`src/rtl/fifo_rd_stream.sv`:
```
// Turns a registered-read FIFO (data one cycle after rd_en) into a valid/ready
// stream through a 2-entry skid buffer. Optional counters under RD_STREAM_STATS_EN.
module fifo_rd_stream #(
    parameter int FIFO_WIDTH = 16,
    parameter int SKID_DEPTH = 2
) (
    input  logic                  clk,
    input  logic                  rst_n,
    input  logic                  enable,
    input  logic                  empty,
    input  logic                  underflow,
    input  logic [FIFO_WIDTH-1:0] data_out,
    output logic                  rd_en,
    output logic [FIFO_WIDTH-1:0] m_data,
    output logic                  m_valid,
    input  logic                  m_ready,
    output logic                  rd_err,
    output logic [1:0]            dbg_state
`ifdef RD_STREAM_STATS_EN
    ,
    output logic [15:0]           beat_cnt,
    output logic [15:0]           stall_cnt
`endif
);

    localparam int PTR_W = $clog2(SKID_DEPTH);

    typedef enum logic [1:0] {
        S_EMPTY = 2'd0,
        S_ONE   = 2'd1,
        S_FULL  = 2'd2
    } state_t;

    state_t                  r_state;
    state_t                  w_state_next;
    logic                    r_pend;
    logic [PTR_W-1:0]        r_head;
    logic [PTR_W-1:0]        r_tail;
    logic [FIFO_WIDTH-1:0]   r_entry [SKID_DEPTH];
    logic                    r_err;
    logic                    w_pop;
    logic                    w_cap;
    logic [2:0]              w_level;

    // Stream handshake: a beat transfers on a rising edge where m_valid && m_ready;
    // while m_valid is high and m_ready low, m_data and m_valid hold unchanged.
    assign m_valid   = (r_state != S_EMPTY);
    assign m_data    = r_entry[r_head];
    assign w_pop     = m_valid && m_ready;
    assign w_cap     = r_pend && !underflow;
    assign rd_err    = r_err;
    assign dbg_state = r_state;

    // Level counts the in-flight word too, so a read is only issued when a slot
    // is guaranteed to be free by the time its data arrives.
    assign w_level = {1'b0, r_state} + {2'b00, r_pend} - {2'b00, w_pop};
    assign rd_en   = rst_n && enable && !empty && (w_level < 3'(SKID_DEPTH));

    always_comb begin
        w_state_next = r_state;
        case (r_state)
            S_EMPTY: if (w_cap) w_state_next = S_ONE;
            S_ONE: begin
                if (w_cap && !w_pop)      w_state_next = S_FULL;
                else if (!w_cap && w_pop) w_state_next = S_EMPTY;
            end
            S_FULL:  if (w_pop && !w_cap) w_state_next = S_ONE;
            default: w_state_next = S_EMPTY;
        endcase
    end

    always_ff @(posedge clk or negedge rst_n) begin
        if (!rst_n) begin
            r_state <= S_EMPTY;
            r_pend  <= 1'b0;
            r_head  <= '0;
            r_tail  <= '0;
            r_err   <= 1'b0;
            for (int i = 0; i < SKID_DEPTH; i++) r_entry[i] <= '0;
        end else begin
            r_state <= w_state_next;
            r_pend  <= rd_en;
            if (w_cap) begin
                r_entry[r_tail] <= data_out;
                r_tail          <= r_tail + PTR_W'(1);
            end
            if (w_pop) r_head <= r_head + PTR_W'(1);
            // An underflowed read returns garbage: drop it and latch the error.
            if (r_pend && underflow) r_err <= 1'b1;
        end
    end

`ifdef RD_STREAM_STATS_EN
    logic [15:0] r_beat_cnt;
    logic [15:0] r_stall_cnt;

    always_ff @(posedge clk or negedge rst_n) begin
        if (!rst_n) begin
            r_beat_cnt  <= '0;
            r_stall_cnt <= '0;
        end else begin
            if (w_pop)               r_beat_cnt  <= r_beat_cnt + 16'd1;
            if (m_valid && !m_ready) r_stall_cnt <= r_stall_cnt + 16'd1;
        end
    end

    assign beat_cnt  = r_beat_cnt;
    assign stall_cnt = r_stall_cnt;
`endif

endmodule

```
`config.mk`:
```
export PLATFORM = sky130hd
export DESIGN_NAME = fifo_rd_stream
export DESIGN_NICKNAME = d
export VERILOG_FILES = /design/src/rtl/fifo_rd_stream.sv
export SDC_FILE = /design/constraint.sdc
export NUM_CORES = 1
export LEC_CHECK = 0
export BUFFER_PORTS_ARGS = -buffer_cell sky130_fd_sc_hd__buf_4
export CORE_AREA = 2 2 74 76
export DETAILED_ROUTE_END_ITERATION = 8
export DIE_AREA = 0 0 76 78
export GPL_ROUTABILITY_DRIVEN = 0
export HOLD_SLACK_MARGIN = 0.08
export PLACE_DENSITY = 0.52
export SETUP_SLACK_MARGIN = 0.2
export SYNTH_ARGS = -nofsm -noshare
export SYNTH_HDL_FRONTEND = slang
export SYNTH_SLANG_ARGS = --single-unit
```
`constraint.sdc`:
```
create_clock -name clk -period 2 [get_ports clk]
set_input_delay 0.2 -clock clk [delete_from_list [all_inputs] [get_ports clk]]
set_output_delay 0.2 -clock clk [all_outputs]
set_load 0.02 [all_outputs]
```
# After elaboration in Yosys (flattened, before gate mapping)
# Index checks and enable logic that the tools add are counted.
# classes
shifts,0
bitwise,2
div_mod_pow,0
n_eq_ne,5
mul,0
n_reduce_logical,16
mux,11
magnitude_cmp,4
addsub,4
# op_table
operator,n
$mux W16,4
$bwmux W32,1
$demux W16 S1,1
$logic_and A1 B1 Y1,9
$mux W2,4
$pmux W2 S3,1
$ge A2 B2 Y1 const B,2
$logic_not A1 Y1,4
$ne A2 B2 Y1 const B,2
$not A1 Y2,2
$add A2 B1 Y3,1
$lt A3 B2 Y1 const B,1
$ne A3 B3 Y1 const B,1
$reduce_and A3 Y1,1
$sub A3 B1 Y3,1
$add A1 B1 Y1 const B,2
$eq A2 B1 Y1 const B,1
$eq A2 B2 Y1 const B,1
$logic_not A2 Y1,1
$lt A2 B1 Y1 const B,1
$reduce_bool A2 Y1,1
# totals
romBits,0
ram_bits,0
wordCells,49
latch_bits,0
out_inout_bits,21
mem_count,0
regBits,38

# Depth between registers and ports, before layout
# depth
word_depth,7
depth_mapped,6

# Worst setup path after synthesis
# Ideal clock, no wire load.
# synth_timing
kind,reg2out
start,"register r_state[1], in the netlist dbg_state[1]"
end,output port rd_en
path_slack_ns,-0.146
required_ns,1.800
t_arrival_ns,1.946
n_path_buf,0
path_stages_with_launch,6
path_cell_list,dfrtp_1 o21ai_0 nor2_1 fa_1 nand4b_1 nor2_1
# synth_between
elab_chain_len,5
# synth_rtl
item,line,rtl
"start, declared",34,state_t r_state;
"start signal, assigned",81,r_state <= w_state_next;
branches (longest 2 deep; another with $add A2 B1 Y3),n/a,
$sub A3 B1 Y3 (*),56,"assign w_level = {1'b0, r_state} + {2'b00, r_pend} - {2'b00, w_pop};"
$lt A3 B2 Y1 (*),57,assign rd_en = rst_n && enable && !empty && (w_level < 3'(SKID_DEPTH));
$logic_and A1 B1 Y1 (*),57,
"end, declared",13,"output logic rd_en,"
# Every way passes the cells marked *.

# Worst setup path after layout
# layout_timing
start,"register r_state[0], in the netlist dbg_state[0]"
end,output port rd_en
# Same word-level chain as after synthesis.

==> results by group <==
Timing
  – Clock Skew: 0.00471 ns
  – Slew Viols, Final: 0
  – Sum Neg Setup Slack: -0.00164 ns
  – Max Freq: 0.500 GHz
  – Max transition margin: 0.660
  – Final Hold Vio Count: 0
  – Crit share post-route: 1.00
  – Min setup slack post-route: -0.00164 ns
  – Slew of the pin with the lowest slew margin: 0.508 ns
  – Setup violations, final: 1
  – Fin crit period: 2.00 ns
  – RSZ-0062 raised after global routing: true

Critical path
  – R2r setup slk: 0.40 ns
  – Worst r2r dst: r_entry[9]
  – Worst-path fanout max: 2
  – CP required: 1.80 ns
  – Start point of the critical path: dbg_state[0]
  – Worst Setup EP: rd_en
  – CP Launch Type: register
  – Critical path endpoint category: primary output
  – R2r startpoint: r_pend
  – Critical path data arrival time: 1.80 ns
  – Crit path kind: reg2out
  – Reg2Reg Depth: 4

Clock tree
  – Clk root buf: clkbuf_8
  – Clock Path Buffers: 2
  – Clock Pin Slew Worst Setup and Hold Paths: 0.07 ns
  – Clk Latency, worst-skew pair: 0.28 ns
  – TritonCTS buffer count: 5
  – H-tree depth: 2
  – Clock sink total: 38
  – CTS tree: done

Synthesis
  – Number of synthesized register bits: 38
  – Leading area contributor after synthesis: dfrtp_1
  – Synth Area in Adders: 0.0259
  – Post-Synth XOR/XNOR Area: 0.0201
  – Post-Synth Simple-Gate Area: 0.0611
  – Largest family of logic cells by synthesized area: multiplexers
  – Ys Warns: 0
  – Mean post-synth cell area: 14.9 um2
  – Mux contribution to synthesized area: 0.311
  – Top cells by area, synth: dfrtp_1 55%, mux2_2 30%, ha_1 1.4%
  – Top cell type's share of synthesized area: 0.546
  – Synth top cells by count: 46 x mux2_2, 38 x dfrtp_1, 3 x nand3b_1
  – Synth Area in Compound Gates: 0.0108
  – Post-synth EDFFs: 0
  – Post-Syn Instances: 117
  – Post-synthesis cell area: 0.00174 mm2
  – Net Count, Synth: 142
  – Most numerous cell in the Yosys netlist: mux2_2
  – Sequential area share after synthesis: 0.546
  – Ys flop type: dfrtp_1
  – Asr flop ratio synth: 1.00
  – Unique masters post-synth: 24

Routing
  – DRC: 0
  – Vias/cell: 4.55
  – Routed via count: 1,106
  – WL/cell: 14.1 um
  – First drt pass iteration count: 6
  – Routed Antenna Nets: 0
  – Metal3 WL: 130 um
  – Routed wire length: 3420 um
  – M1 WL: 1470 um
  – Top Layer Used: met4
  – Met2 routed WL: 1790 um
  – Iteration-0 DRC Markers: 32

Placed design
  – Pre-CTS setup slack: 0.156 ns
  – Final HPWL DP: 2390 um
  – Placed cell areas: 0.00217 mm2
  – PortBufs: 42

Die
  – Row count: 26
  – Die W: 76 um
  – Top-level I/O count: 43
  – Die height: 78 um
  – Initial core utilization: 0.345
  – Die Area: 0.00593 mm2
  – Core Area: 0.00504 mm2

Power
  – Tot Pwr: 0.00345 W
  – Power per cell area: 1490 mW/mm2
  – Peak VDD IR: 0.000589 V
  – P_leak: 1.11 nW

Global routing
  – First-pass GRT wire length: 5940 um
  – Initial antenna violation count: 0
  – Total track usage: 0.125
  – Largest net degree at the start of global routing: 39
  – Vias in the first global route: 1,300
  – Total grt overflow: 0

Layout
  – Fraction of layout cells with a size suffix above 1: 0.665
  – Post-route cell area: 0.00231 mm2
  – Nets@finish: 197
  – Final core utilization: 0.459
  – Area grow syn2layout: 32.9%
  – Diodes inserted: 0

Hold path
  – Hold crit path type: in2reg
  – Hold Startpoint: data_out[13]

Outcome
  – Failing checks: negative setup slack
  – Outcome: complete, but fails checks

Flow run
  – Max-Cap Viols: 0
[area by class of cell]
cell class / count / area (um2)
clock buffer: 7 / 86.3
multi-input combinational: 72 / 767
inverter: 2 / 7.51
sequential: 38 / 955
clock inverter: 1 / 5.00
fill: 487 / 2730
timing repair buffer: 53 / 404
tap: 70 / 87.6
[worst max-delay path: stages (launching register included)]
cell and delay (ns):
dfrtp_2 0.43, o21ai_4 0.16, nor2_2 0.05, fa_1 0.49, nand4b_1 0.13, nor2_4 0.13
buf_6 0.12
[registers in the layout, indices dropped and copies added (netlist names)]
signal / cells
rd_err: 1
r_entry: 32
dbg_state: 2
r_pend: 1
r_head: 1
r_tail: 1
[report_power, final]
part           switching, W  total, W  internal, W
sequential         0.000172   0.00129      0.00111
clock              0.000256  0.000534     0.000278
combinational      0.000741   0.00163     0.000892
[repair_timing]
item / in CTS / in global routing
setup buffers: 4 / 0
gates resized for setup: 3 / 0
endpoints found under the setup margin: 1 / 1
pin swaps: 2 / 0
gates cloned: 0 / 0
hold endpoints to repair: 38 / 0
hold buffers: 1 / 0
[placed cells by master (no fill, tap or decap)]
cell,n
buf_4,51
mux2_2,46
dfrtp_1,35
clkbuf_8,6
nand3b_1,3
dfrtp_2,3
xor2_1,2
nand2b_1,2
inv_1,2
mux2_1,2
xnor2_1,2
ha_1,2
nand2_1,1
or2_2,1
o21ai_4,1
nor2_2,1
nand4b_1,1
nor2_4,1
nand3b_2,1
or4b_2,1
nand3_1,1
nor3b_4,1
o22ai_1,1
a21o_1,1
fa_1,1
clkbuf_1,1
clkinv_2,1
dlygate4sd3_1,1
buf_6,1
[metal layers]
layer  GRT usage  up-vias
li1            -      519
met1       0.142      560
met2       0.225       23
met3      0.0302        4
met4      0.0545        0
met5           0        -
[cell families after synthesis]
group / Yosys count
flops: 38
compound gates: 3
xor+xnor: 4
buf+inv: 7
simple gates: 14
fa+ha+maj: 3
mux: 48
[stage by stage]
stage | instances | hold WS, ns
after detailed placement | 230 | 0.301
after global placement | 230 | 0.290
final | 243 | 0.152
after CTS | 243 | 0.144
after global routing | 243 | 0.148
after floorplan | 117 | -0.0956
[how the worst min path moves through the flow]
stage	end	cells past startpoint
after CTS	r_entry[26]	2
after floorplan	dbg_state[0]	0
after detailed placement	r_entry[28]	2
after global placement	r_pend	2
final	r_entry[29]	2
after global routing	r_entry[8]	2
(Power assumes the default switching activity.)
